**src/rtl/fxp_pkg.sv**
```systemverilog
// Shared Q16.16 definitions for the dot-product accumulator slice: formats,
// default latencies, Q16.16 constants and the result record.
package fxp_pkg;

  localparam int Q_FRAC       = 16;
  localparam int Q_W          = 32;
  localparam int MULT_LAT_DEF = 2;
  localparam int CNT_W_DEF    = 16;

  localparam logic [Q_W-1:0] ONE     = 32'h0001_0000;
  localparam logic [Q_W-1:0] SAT_MAX = 32'hFFFF_FFFF;

  typedef struct packed {
    logic [Q_W-1:0]       data;
    logic [CNT_W_DEF-1:0] count;
    logic                 ovf;
  } res_rec_t;

endpackage

```
**src/rtl/fxp_dot_accum_if.sv**
```systemverilog
// Operand-tag and result handshake bundle for fxp_dot_accum.
// Handshakes: a transfer happens on a rising clock edge where valid and ready
// are both high; valid never depends on ready, and the payload is held while
// valid is high and ready is low.
interface fxp_dot_accum_if
  import fxp_pkg::*;
#(
  parameter int CNT_W = CNT_W_DEF
);
  logic             op_valid;
  logic             op_last;
  logic             op_ready;
  logic [Q_W-1:0]   prod;
  logic [Q_W-1:0]   acc_data;
  logic [CNT_W-1:0] acc_count;
  logic             acc_ovf;
  logic             acc_valid;
  logic             acc_ready;

  // Operand source plus result sink.
  modport master (
    output op_valid, op_last, prod, acc_ready,
    input  op_ready, acc_data, acc_count, acc_ovf, acc_valid
  );

  // The accumulator itself.
  modport slave (
    input  op_valid, op_last, prod, acc_ready,
    output op_ready, acc_data, acc_count, acc_ovf, acc_valid
  );
endinterface

```
**src/rtl/fxp_result_fifo.sv**
```systemverilog
// Small synchronous FIFO with asynchronous active-low reset; the head entry is
// presented combinationally from storage.
module fxp_result_fifo #(
  parameter int W     = 8,
  parameter int DEPTH = 2,
  parameter int CW    = $clog2(DEPTH + 1)
) (
  input  logic          clk,
  input  logic          rst_n,
  input  logic          push,
  input  logic [W-1:0]  push_data,
  input  logic          pop,
  output logic [W-1:0]  head,
  output logic [CW-1:0] count,
  output logic          empty,
  output logic          full
);
  localparam int PW = (DEPTH > 1) ? $clog2(DEPTH) : 1;

  logic [W-1:0]  mem_q [DEPTH];
  logic [W-1:0]  mem_d [DEPTH];
  logic [PW-1:0] wr_ptr_q, wr_ptr_d;
  logic [PW-1:0] rd_ptr_q, rd_ptr_d;
  logic [CW-1:0] count_q, count_d;
  logic          do_push, do_pop;

  assign empty = (count_q == '0);
  assign full  = (count_q == CW'(DEPTH));
  assign count = count_q;
  assign head  = mem_q[rd_ptr_q];

  assign do_pop  = pop && !empty;
  // A pop frees the head slot in the same edge, so a full FIFO can still take a push.
  assign do_push = push && (!full || do_pop);

  always_comb begin
    mem_d    = mem_q;
    wr_ptr_d = wr_ptr_q;
    rd_ptr_d = rd_ptr_q;
    count_d  = count_q;
    if (do_push) begin
      mem_d[wr_ptr_q] = push_data;
      wr_ptr_d = (wr_ptr_q == PW'(DEPTH - 1)) ? '0 : wr_ptr_q + 1'b1;
    end
    if (do_pop) begin
      rd_ptr_d = (rd_ptr_q == PW'(DEPTH - 1)) ? '0 : rd_ptr_q + 1'b1;
    end
    case ({do_push, do_pop})
      2'b10:   count_d = count_q + 1'b1;
      2'b01:   count_d = count_q - 1'b1;
      default: count_d = count_q;
    endcase
  end

  always_ff @(posedge clk or negedge rst_n) begin
    if (!rst_n) begin
      for (int i = 0; i < DEPTH; i++) begin
        mem_q[i] <= '0;
      end
      wr_ptr_q <= '0;
      rd_ptr_q <= '0;
      count_q  <= '0;
    end else begin
      for (int i = 0; i < DEPTH; i++) begin
        mem_q[i] <= mem_d[i];
      end
      wr_ptr_q <= wr_ptr_d;
      rd_ptr_q <= rd_ptr_d;
      count_q  <= count_d;
    end
  end

endmodule

```
**src/rtl/fxp_dot_accum.sv**
```systemverilog
// Dot-product accumulator behind a MULT_LAT-cycle Q16.16 multiplier.
// Optional build macro ACC_SAT_EN: saturate overflowed results to all-ones.
module fxp_dot_accum
  import fxp_pkg::*;
#(
  parameter int MULT_LAT  = MULT_LAT_DEF,
  parameter int ACC_W     = 40,
  parameter int RES_DEPTH = 2,
  parameter int CNT_W     = CNT_W_DEF
) (
  input logic           clk,
  input logic           reset,
  fxp_dot_accum_if.slave bus
);
  localparam int CW = $clog2(RES_DEPTH + 1);
  localparam int LW = $clog2(MULT_LAT + 1);
  localparam int OW = CW + LW + 1;

  typedef struct packed {
    logic [Q_W-1:0]   data;
    logic [CNT_W-1:0] count;
    logic             ovf;
  } rec_t;

  localparam int REC_W = $bits(rec_t);

  logic [MULT_LAT-1:0] tag_valid_q, tag_valid_d;
  logic [MULT_LAT-1:0] tag_last_q, tag_last_d;
  logic [ACC_W-1:0]    acc_q, acc_d;
  logic [CNT_W-1:0]    cnt_q, cnt_d;
  logic                ovf_q, ovf_d;
  logic                first_q, first_d;

  logic             issue;
  logic             op_ready;
  logic             d_valid, d_last;
  logic [ACC_W-1:0] prod_ext, sum;
  logic [LW-1:0]    lasts_in_flight;
  logic [OW-1:0]    occupancy;
  logic [Q_W-1:0]   result32;
  rec_t             push_rec, head_rec;
  logic [REC_W-1:0] head_bits;
  logic [CW-1:0]    buf_count;
  logic             buf_empty, buf_full;
  logic             push, pop;

  // Credit every vector end already issued, so the buffer can never be pushed when full.
  always_comb begin
    lasts_in_flight = '0;
    for (int i = 0; i < MULT_LAT; i++) begin
      lasts_in_flight = lasts_in_flight + LW'(tag_last_q[i]);
    end
    occupancy = OW'(buf_count) + OW'(lasts_in_flight);
    op_ready  = (occupancy < OW'(RES_DEPTH));
  end

  assign issue    = bus.op_valid && op_ready;
  assign d_valid  = tag_valid_q[MULT_LAT-1];
  assign d_last   = tag_last_q[MULT_LAT-1];
  assign prod_ext = ACC_W'(bus.prod);
  assign sum      = acc_q + prod_ext;

  always_comb begin
    tag_valid_d[0] = issue;
    tag_last_d[0]  = issue && bus.op_last;
    for (int i = 1; i < MULT_LAT; i++) begin
      tag_valid_d[i] = tag_valid_q[i-1];
      tag_last_d[i]  = tag_last_q[i-1];
    end
  end

  always_comb begin
    acc_d   = acc_q;
    cnt_d   = cnt_q;
    ovf_d   = ovf_q;
    first_d = first_q;
    if (d_valid) begin
      if (first_q) begin
        acc_d = prod_ext;
        cnt_d = CNT_W'(1);
        ovf_d = 1'b0;
      end else begin
        acc_d = sum;
        cnt_d = (&cnt_q) ? cnt_q : cnt_q + 1'b1;
        ovf_d = ovf_q || (sum[ACC_W-1:Q_W] != '0);
      end
      first_d = d_last;
    end
  end

`ifdef ACC_SAT_EN
  assign result32 = ovf_d ? SAT_MAX : acc_d[Q_W-1:0];
`else
  assign result32 = acc_d[Q_W-1:0];
`endif

  // The record carries the values being written this edge, including the last product.
  always_comb begin
    push_rec.data  = result32;
    push_rec.count = cnt_d;
    push_rec.ovf   = ovf_d;
  end

  assign push = d_valid && d_last;
  assign pop  = bus.acc_valid && bus.acc_ready;

  fxp_result_fifo #(
    .W     (REC_W),
    .DEPTH (RES_DEPTH),
    .CW    (CW)
  ) u_res_fifo (
    .clk       (clk),
    .rst_n     (reset),
    .push      (push),
    .push_data (push_rec),
    .pop       (pop),
    .head      (head_bits),
    .count     (buf_count),
    .empty     (buf_empty),
    .full      (buf_full)
  );

  assign head_rec      = head_bits;
  assign bus.op_ready  = op_ready;
  assign bus.acc_valid = !buf_empty;
  assign bus.acc_data  = head_rec.data;
  assign bus.acc_count = head_rec.count;
  assign bus.acc_ovf   = head_rec.ovf;

  always_ff @(posedge clk or negedge reset) begin
    if (!reset) begin
      tag_valid_q <= '0;
      tag_last_q  <= '0;
      acc_q       <= '0;
      cnt_q       <= '0;
      ovf_q       <= 1'b0;
      first_q     <= 1'b1;
    end else begin
      tag_valid_q <= tag_valid_d;
      tag_last_q  <= tag_last_d;
      acc_q       <= acc_d;
      cnt_q       <= cnt_d;
      ovf_q       <= ovf_d;
      first_q     <= first_d;
    end
  end

  logic unused_full;
  assign unused_full = buf_full;

endmodule
```
**src/flat_wrapper.sv**
```systemverilog
// flat-port wrapper written by rule: the top's interface ports become plain ports
module fxp_dot_accum_flat import fxp_pkg::*;
#(
  parameter int MULT_LAT  = MULT_LAT_DEF,
  parameter int ACC_W     = 40,
  parameter int RES_DEPTH = 2,
  parameter int CNT_W     = CNT_W_DEF
)
  (clk, reset, bus_op_valid, bus_op_last, bus_prod, bus_acc_ready, bus_op_ready, bus_acc_data, bus_acc_count, bus_acc_ovf, bus_acc_valid);
  fxp_dot_accum_if #(.CNT_W(CNT_W)) bus_i ();
  input logic clk;
  input logic reset;
  input wire logic [$bits(bus_i.op_valid)-1:0] bus_op_valid;
  input wire logic [$bits(bus_i.op_last)-1:0] bus_op_last;
  input wire logic [$bits(bus_i.prod)-1:0] bus_prod;
  input wire logic [$bits(bus_i.acc_ready)-1:0] bus_acc_ready;
  output wire logic [$bits(bus_i.op_ready)-1:0] bus_op_ready;
  output wire logic [$bits(bus_i.acc_data)-1:0] bus_acc_data;
  output wire logic [$bits(bus_i.acc_count)-1:0] bus_acc_count;
  output wire logic [$bits(bus_i.acc_ovf)-1:0] bus_acc_ovf;
  output wire logic [$bits(bus_i.acc_valid)-1:0] bus_acc_valid;
  assign bus_i.op_valid = bus_op_valid;
  assign bus_i.op_last = bus_op_last;
  assign bus_i.prod = bus_prod;
  assign bus_i.acc_ready = bus_acc_ready;
  assign bus_op_ready = bus_i.op_ready;
  assign bus_acc_data = bus_i.acc_data;
  assign bus_acc_count = bus_i.acc_count;
  assign bus_acc_ovf = bus_i.acc_ovf;
  assign bus_acc_valid = bus_i.acc_valid;
  fxp_dot_accum #(.MULT_LAT(MULT_LAT), .ACC_W(ACC_W), .RES_DEPTH(RES_DEPTH), .CNT_W(CNT_W)) u_core (.clk(clk), .reset(reset), .bus(bus_i));
endmodule
```
**config.mk**
```make
export PLATFORM = sky130hd
export DESIGN_NAME = fxp_dot_accum_flat
export DESIGN_NICKNAME = d
export VERILOG_FILES = /design/src/rtl/fxp_pkg.sv /design/src/rtl/fxp_dot_accum_if.sv /design/src/rtl/fxp_result_fifo.sv /design/src/rtl/fxp_dot_accum.sv /design/src/flat_wrapper.sv
export SDC_FILE = /design/constraint.sdc
export NUM_CORES = 1
export LEC_CHECK = 0
export CAP_MARGIN = 5
export CORE_ASPECT_RATIO = 1.25
export CORE_MARGIN = 2
export CORE_UTILIZATION = 45
export CTS_BUF_LIST = sky130_fd_sc_hd__clkbuf_8
export DETAILED_ROUTE_END_ITERATION = 10
export PLACE_DENSITY = 0.65
export SKIP_LAST_GASP = 1
export SYNTH_ARGS = -nofsm -noshare
export SYNTH_HDL_FRONTEND = slang
export SYNTH_HIERARCHICAL = 1
export SYNTH_SLANG_ARGS = --single-unit
```
**constraint.sdc**
```tcl
create_clock -name clk -period 5.2 [get_ports clk]
set_input_delay 1.56 -clock clk [delete_from_list [all_inputs] [get_ports clk]]
set_output_delay 1.56 -clock clk [all_outputs]
set_load 0.02 [all_outputs]
```
---- Yosys cells after proc, flatten, opt, wreduce, memory -nomap -nowiden ----
Index checks and enable logic that the tools add are counted.
W data, S select, Z words.
word-level totals
  register bits ........................... 164
  output and inout bits ................... 51
  logic and storage cells ................. 60
operators by class
  multiplexer cells ....................... 16
  $lt $le $gt $ge ......................... 4
  $add $sub $neg .......................... 8
  reductions and logical operators ........ 15
  bitwise gates (word level) .............. 2
  eq/ne operators ......................... 3
operators by type and width
  operator                 number
  $mux W49                 4
  $bwmux W98               1
  $demux W49 S1            1
  $mux W16                 3
  $add A40 B32 Y40         1
  $mux W40                 1
  $mux W32                 1
  $add A16 B1 Y16 const B  1
  $reduce_and A16 Y1       1
  $reduce_bool A8 Y1       1
  $logic_and A1 B1 Y1      7
  $lt A5 B2 Y1 const B     1
  $eq A2 B2 Y1 const B     2
  $ge A2 B2 Y1 const B     2
  $mux W1                  4
  $not A1 Y2               2
  $pmux W2 S2              1
  $add A2 B2 Y3            1
  $add A1 B1 Y1 const B    2
  $add A1 B1 Y2            1
  $add A2 B1 Y2 const B    1
  $eq A2 B1 Y1 const B     1
  $logic_not A1 Y1         2
  $logic_not A2 Y1         1
  4 further kinds          5

---- Depth between registers and ports, before layout ----
Gate-level depths: netlist of run 1.
  word-level depth ........................ 8
  gate-level depth with buffers ........... 12

---- Hierarchy ----
The synthesis of run 1 kept the hierarchy.
by module, submodules not included
  module           sequential area each (um2)  instances  area each (um2)  cells each
  fxp_dot_accum    1,552.7                     1          4,858.4          569
  fxp_result_fifo  2,552.4                     1          4,521.8          280

---- Least setup slack after synthesis of run 1 ----
OpenSTA, ideal clock, no wires.
  kind .................................... input-to-reg
  start ................................... input bus_prod[0]
  end ..................................... register u_core/u_res_fifo/mem_q[96] (netlist name)
  arrival ................................. 3.958 ns
  cell stages on the path ................. 12
  library setup time ...................... 0.125 ns
  path slack .............................. 1.117 ns
  buffers on the path ..................... 0
  path through ............................ ha_1 > fa_1 > a211oi_2 > o21ai_2 > o21ai_1 > a21oi_2 > a31oi_4 > o21ai_2 > or2_0 > a21oi_1 > o211ai_1 > mux2_2
on the way
  word-level cells in the longest chain between the ends .. 4
ends and longest elaborated chain
  what                           line                   RTL
  start, declared                flat_wrapper.sv:15     input wire logic [$bits(bus_i.prod)-1:0] bus_prod;
  $add A40 B32 Y40               fxp_dot_accum.sv:61    assign sum = acc_q + prod_ext;
  $mux W40                       fxp_dot_accum.sv:78    if (first_q) begin
  $mux W32                       fxp_dot_accum.sv:77    if (d_valid) begin
  via u_core.acc_d[30]           fxp_dot_accum.sv:29    logic [ACC_W-1:0] acc_q, acc_d;
  $bwmux W98                     fxp_result_fifo.sv:42  mem_d[wr_ptr_q] = push_data;
  end signal, assigned by index  fxp_result_fifo.sv:65  mem_q[i] <= mem_d[i];
  end, declared                  fxp_result_fifo.sv:20  logic [W-1:0] mem_q [DEPTH];
The timed path passes the listed nets, and every way through them passes these cells.
A chain may end at the register's enable or synchronous reset.

---- Worst setup path after layout of run 1 ----
  start ................................... input bus_prod[1]
  end ..................................... register u_core/u_res_fifo/mem_q[0] (netlist name)
on the way
  word-level cells in the longest chain between the ends .. 6
ends and longest elaborated chain
  what                line                   RTL
  $add A40 B32 Y40    fxp_dot_accum.sv:61
  $reduce_bool A8 Y1  fxp_dot_accum.sv:85    ovf_d = ovf_q || (sum[ACC_W-1:Q_W] != '0);
  $logic_or A1 B1 Y1  fxp_dot_accum.sv:85
  $mux W1             fxp_dot_accum.sv:78
  $mux W1             fxp_dot_accum.sv:77
  via u_core.ovf_d    fxp_dot_accum.sv:31    logic ovf_q, ovf_d;
  $bwmux W98          fxp_result_fifo.sv:42
The timed path passes the listed nets, and every way through them passes these cells.

==> qor.yml, run 1 <==
status: "completed"
cts_tree: "built"
pin_count: 88
groute.usage.overall_pct: 19.4
timing.final.crit_share_pct: 84.9
syn_to_final_growth_pct: 15.9
hold_viol: 0
tightest_slew_ns: 0.946
drt-vias-per-instance: 5.51
clock-sinks: 164
holdWs_ns: 0.356
r2r-end: "u_core/u_res_fifo/mem_q[96]"
post_cts_resized: 0
h-tree-depth: 4
crit_slowest_cell: "clkdlybuf4s50_1"
fp.dieH_um: 165
syn_area_sq_um: 9370
worstPathCellList: "clkdlybuf4s50_1, ha_1, a211oi_2, nor2_1, o311ai_4, nand2_2, a41oi_2, o21ai_1, or3_1, a21oi_1, a41oi_1, mux2_2"
first_pass_iters: 6
rsz0062_at_grt: "no"
worstSetupEndpointType: "flop"
period_minus_slack_ns: 4.42
nets: 992
synth_nets: 921
cts-root-buf: "clkbuf_8"
postCtsSetupRepairBufs: 0
path_clk_slew_ns: 0.09
grt_pass1_vias: 6635
antennaDiodeCount: 0
cp.arrival_ns: 4.76
initial_utilization_pct: 45.5
critPathLaunch: "bus_prod[1]"
io_buffers: 87
rr_startpoint: "u_core/acc_q[0]"
cp_max_fo: 5
cts-buffers-inserted: 17
synth_warnings: 6
hold-path-cell-count: 0
gp_congestion: 0.936
grt_start_max_net_pins: 104
num_vias: 6636
worst_ir_drop_vdd_uv: 256
cts_hold_buf: 0
cp-start-kind: "input pin"
fin_util_pct: 52.8
syn_avg_cell_area_sq_um: 11.1
worstSetupPathType: "input pin to flop"
skew_ns: 0.0152
clk_latency_ns: 0.46
dp_hpwl_um: 14500
overflow: 0
placementRows: 59
core_area_sq_um: 20600
power_density_nw_per_um2: 596
drc: 0
synthesis.instances: 848
critPathRequiredTime_ns: 5.54
hp-start: "u_core/tag_valid_q[0]"
drv_slew: 0
fmax_mhz: 226
grt_pass1_wl_um: 33600
routed_wl_um: 20800
power.total_uw: 6480
reg2reg_depth: 12
r2r_setup_slack_ns: 1.95
dieArea_sq_um: 22000
maxSlewHeadroom_pct: 37.0
worst_slack_ns: 0.783
clockBufferDepth: 2
layout-drive-gt1-share_pct: 23.3
cap_violations: 0
dieWidth_um: 133
max_stage_delay_ns: 0.48
hp-class: "flop to flop"
tns_ns: 0
hold_path_end: "u_core/tag_valid_q[1]"
wl_per_cell_um: 17.2
initialDrtViolationCount: 463
leakage_uw: 0.00458
final-setup-viol-count: 0
grt_antenna_before_repair: 0
ant_nets: 0
dp_slack_ns: 0.309
area by class of cell:
class                   count  area, sq um
clock inverters            13          146
inverters                  10         37.5
well taps                 274          343
repair buffers             96          965
fillers                  1856         9730
clock buffers              18          248
multi-input cells         630         5020
flip-flops and latches    164         4110
layout by cell type, fill, tap and decap left out, drive strengths merged, types with 5 or more instances in the layout:
master,n
clkdlybuf4s50,86
nand2,47
xnor2,18
mux2,149
nand2b,5
clkbuf,18
buf,10
o21a,5
or3,6
a221o,5
a31oi,8
o31ai,6
nor2b,6
a41oi,5
nand4,7
inv,16
dfrtp,163
a21o,11
and2,7
mux2i,11
a21oi,75
and3,11
nor3,7
o211ai,6
ha,35
o21bai,9
a211oi,13
nand3,16
nor2,66
xor2,24
o21ai,40
worst max-delay path: cells and delay by family:
kind / cells / cell delay (ns)
buf+inv: 1 / 0.48
simple gates: 3 / 0.62
compound gates: 6 / 1.44
fa+ha+maj: 1 / 0.35
mux: 1 / 0.30
per-stage QoR:
step	cell area, sq um	std cells
final	10900	1205
after global routing	10900	1205
after CTS	10900	1205
after detailed placement	10500	1174
after global placement	10500	1174
after floorplan	9370	848
state kept, by name (all words and copies together) (netlist names):
signal and count:
u_core/tag_last_q 2, u_core/first_q 1, u_core/u_res_fifo/rd_ptr_q 1, u_core/tag_valid_q 2
u_core/ovf_q 1, u_core/acc_q 40, u_core/u_res_fifo/count 2, u_core/u_res_fifo/mem_q 98
u_core/cnt_q 16, u_core/u_res_fifo/wr_ptr_q 1
report_power, final:
part / switching (uW) / internal (uW) / total, uW
clock network: 502 / 445 / 947
logic: 1840 / 1640 / 3480
registers: 340 / 1710 / 2050
worst max-delay path by stage:
| stage | to | slack (ns) | cells after the start |
|---|---|---|---|
| floorplan | u_core/u_res_fifo/mem_q[96] | 1.12 | 12 |
| global placement | u_core/u_res_fifo/mem_q[0] | 0.34 | 12 |
| detailed placement | u_core/u_res_fifo/mem_q[96] | 0.31 | 13 |
| CTS | u_core/u_res_fifo/mem_q[96] | 0.81 | 13 |
| global route | u_core/u_res_fifo/mem_q[95] | 0.62 | 12 |
| finish | u_core/u_res_fifo/mem_q[0] | 0.78 | 12 |
per-layer routing:
metal  track usage, %  part of all wire [%]  vias to the layer above
met5                0                     0                        -
met4             5.37                   1.2                        0
met3             3.33                   2.9                       16
met2             33.0                    49                      112
met1             25.7                    47                     3278
li1                 -                     -                     3230
Note: power is estimated with default switching activity, not from simulation.
==> run 2: changes to the inputs <==
- PLACE_DENSITY: 0.65 -> 0.68
- clock period: 5.2 -> 3.8 ns (I/O delays scaled with it)
==> qor.yml, run 2 (same netlist as run 1, synthesis figures left out) <==
maxSlewHeadroom_pct: 53.1  # +16 points
path_clk_slew_ns: 0.09  # about the same
initialDrtViolationCount: 361  # -22%
overflow: 0  # unchanged
timing.final.crit_share_pct: 97.0
leakage_uw: 0.00510  # +11%
ant_nets: 0  # unchanged
wl_per_cell_um: 16.5  # -4.3%
cts-buffers-inserted: 17  # unchanged
cts_hold_buf: 0  # unchanged
cap_violations: 0  # unchanged
regMostFlops: "u_core/u_res_fifo/mem_q"
cts_tree: "built"
area.sequential_sq_um: 4110  # unchanged
power_density_nw_per_um2: 809  # +36%
clockBufferDepth: 2  # unchanged
hp-class: "flop to flop"
dp_hpwl_um: 15400  # +6.4%
layout_commonest_cell: "dfrtp_1"
r2r_setup_slack_ns: 0.84  # -1.11 ns
final-setup-viol-count: 0  # unchanged
violations: "DRC"
rr_startpoint: "u_core/acc_q[0]"
reg_top3: "u_core/u_res_fifo/mem_q (98), u_core/acc_q (40), u_core/cnt_q (16)"
r2r-end: "u_core/u_res_fifo/mem_q[32]"
dieArea_sq_um: 22000  # unchanged
placementRows: 59  # unchanged
rsz0062_at_grt: "yes"
cp-start-kind: "input pin"
clock-sinks: 164  # unchanged
routed_wl_um: 21600  # +3.9%
fmax_mhz: 271
skew_ns: 0.0145  # -0.000709 ns
period_minus_slack_ns: 3.69
io_buffers: 87  # unchanged
clk_latency_ns: 0.46  # about the same
final_area_sq_um: 11700  # +7.8%
syn_to_final_growth_pct: 25.0
grt_antenna_before_repair: 0  # unchanged
fin_util_pct: 56.9  # +4.1 points
hold_viol: 0  # unchanged
cts-root-buf: "clkbuf_8"
groute.usage.overall_pct: 20.0  # +0.61 points
drc: 2  # +2
worstSetupEndpointType: "flop"
tns_ns: 0  # unchanged
num_vias: 7118  # +7.3%
layout_common_cells: "dfrtp_1, mux2_2, buf_4, clkdlybuf4s50_1, a21oi_1"
h-tree-depth: 4  # unchanged
fp.dieH_um: 165  # unchanged
critPathRequiredTime_ns: 4.14  # -1.40 ns
grt_start_max_net_pins: 76  # -27%
drt-vias-per-instance: 5.44  # -1.3%
worstSetupPathType: "input pin to flop"
drv_slew: 0  # unchanged
critPathLaunch: "bus_prod[18]"
multi_input_area_sq_um: 5130  # +2.1%
fillers: 1767  # -4.8%
holdWs_ns: 0.359  # +0.00247 ns
power.total_uw: 9480  # +46%
setup.worst_path.end: "u_core/u_res_fifo/mem_q[95]"
layout-drive-gt1-share_pct: 32.3  # +9.0 points
grt_pass1_vias: 7109  # +7.1%
reg2reg_depth: 13  # +1
post_dp_cell_area_sq_um: 11200  # +7.2%
status: "finished, violations left"
initial_utilization_pct: 45.5  # unchanged
largest_register_ffs: 98  # unchanged
dieWidth_um: 133  # unchanged
first_pass_iters: 8  # +2
cp.arrival_ns: 4.03  # -0.73 ns
grt_pass1_wl_um: 35000  # +4.2%
pin_count: 88  # unchanged
gp_congestion: 0.972  # +3.9%
core_area_sq_um: 20600  # unchanged
worst_ir_drop_vdd_uv: 380  # +48%
antennaDiodeCount: 0  # unchanged
cp_max_fo: 4  # -1
nets: 1095  # +10%
tightest_slew_ns: 0.703  # -0.243 ns
-- run 2: area by class of cell --
type                    count  area share (%)
clock inverters            13           0.843
flip-flops and latches    164            35.0
clock buffers              19            2.23
repair buffers            199            14.9
multi-input cells         630            43.7
well taps                 274            2.93
inverters                  10           0.320
-- run 2: stage by stage --
step / instances / setup slack (ns)
finish: 1309 / 0.114
CTS: 1306 / 0.0197
detailed placement: 1274 / -0.525
floorplan: 848 / 0.137
global placement: 1274 / -0.504
global route: 1309 / -0.00661
-- run 2: worst min path at each step --
stage,cells past startpoint,end,start
global placement,0,u_core/tag_valid_q[1],u_core/tag_valid_q[0]
detailed placement,0,u_core/tag_valid_q[1],u_core/tag_valid_q[0]
global route,0,u_core/tag_valid_q[1],u_core/tag_valid_q[0]
CTS,0,u_core/tag_valid_q[1],u_core/tag_valid_q[0]
floorplan,0,u_core/tag_valid_q[1],u_core/tag_valid_q[0]
finish,0,u_core/tag_valid_q[1],u_core/tag_valid_q[0]
-- run 2: what timing repair did --
| action | in CTS | in global routing |
|---|---|---|
| gates resized for setup | 0 | 20 |
| endpoints found under the setup margin | 6 | 33 |
| pin swaps | 2 | 4 |
| buffers inserted | 0 | 3 |
-- run 2: power by group --
part           switching (uW)  total, uW  leakage (uW)  internal (uW)
clock                     675       1170      0.000184            497
sequential                411       2750       0.00202           2340
combinational            2760       5560       0.00290           2790
total                    3850       9480       0.00510           5630
-- run 2: routing by layer --
metal	routed length [um]	vias up	global-route usage (%)
met5	0	-	0
met4	391	0	6.91
met3	752	24	3.14
met2	10700	140	34.7
met1	9780	3514	25.6
li1	-	3440	-
-- run 2: critical path, stage by stage --
cell and delay [ns]:
clkdlybuf4s50_1 0.48, ha_1 0.34, a211oi_1 0.30, o21ai_1 0.16, a211oi_2 0.25, nand2_2 0.14
a41oi_4 0.30, o21ai_1 0.14, xnor2_1 0.15, nor2_1 0.05, a221o_1 0.31, mux2_2 0.27
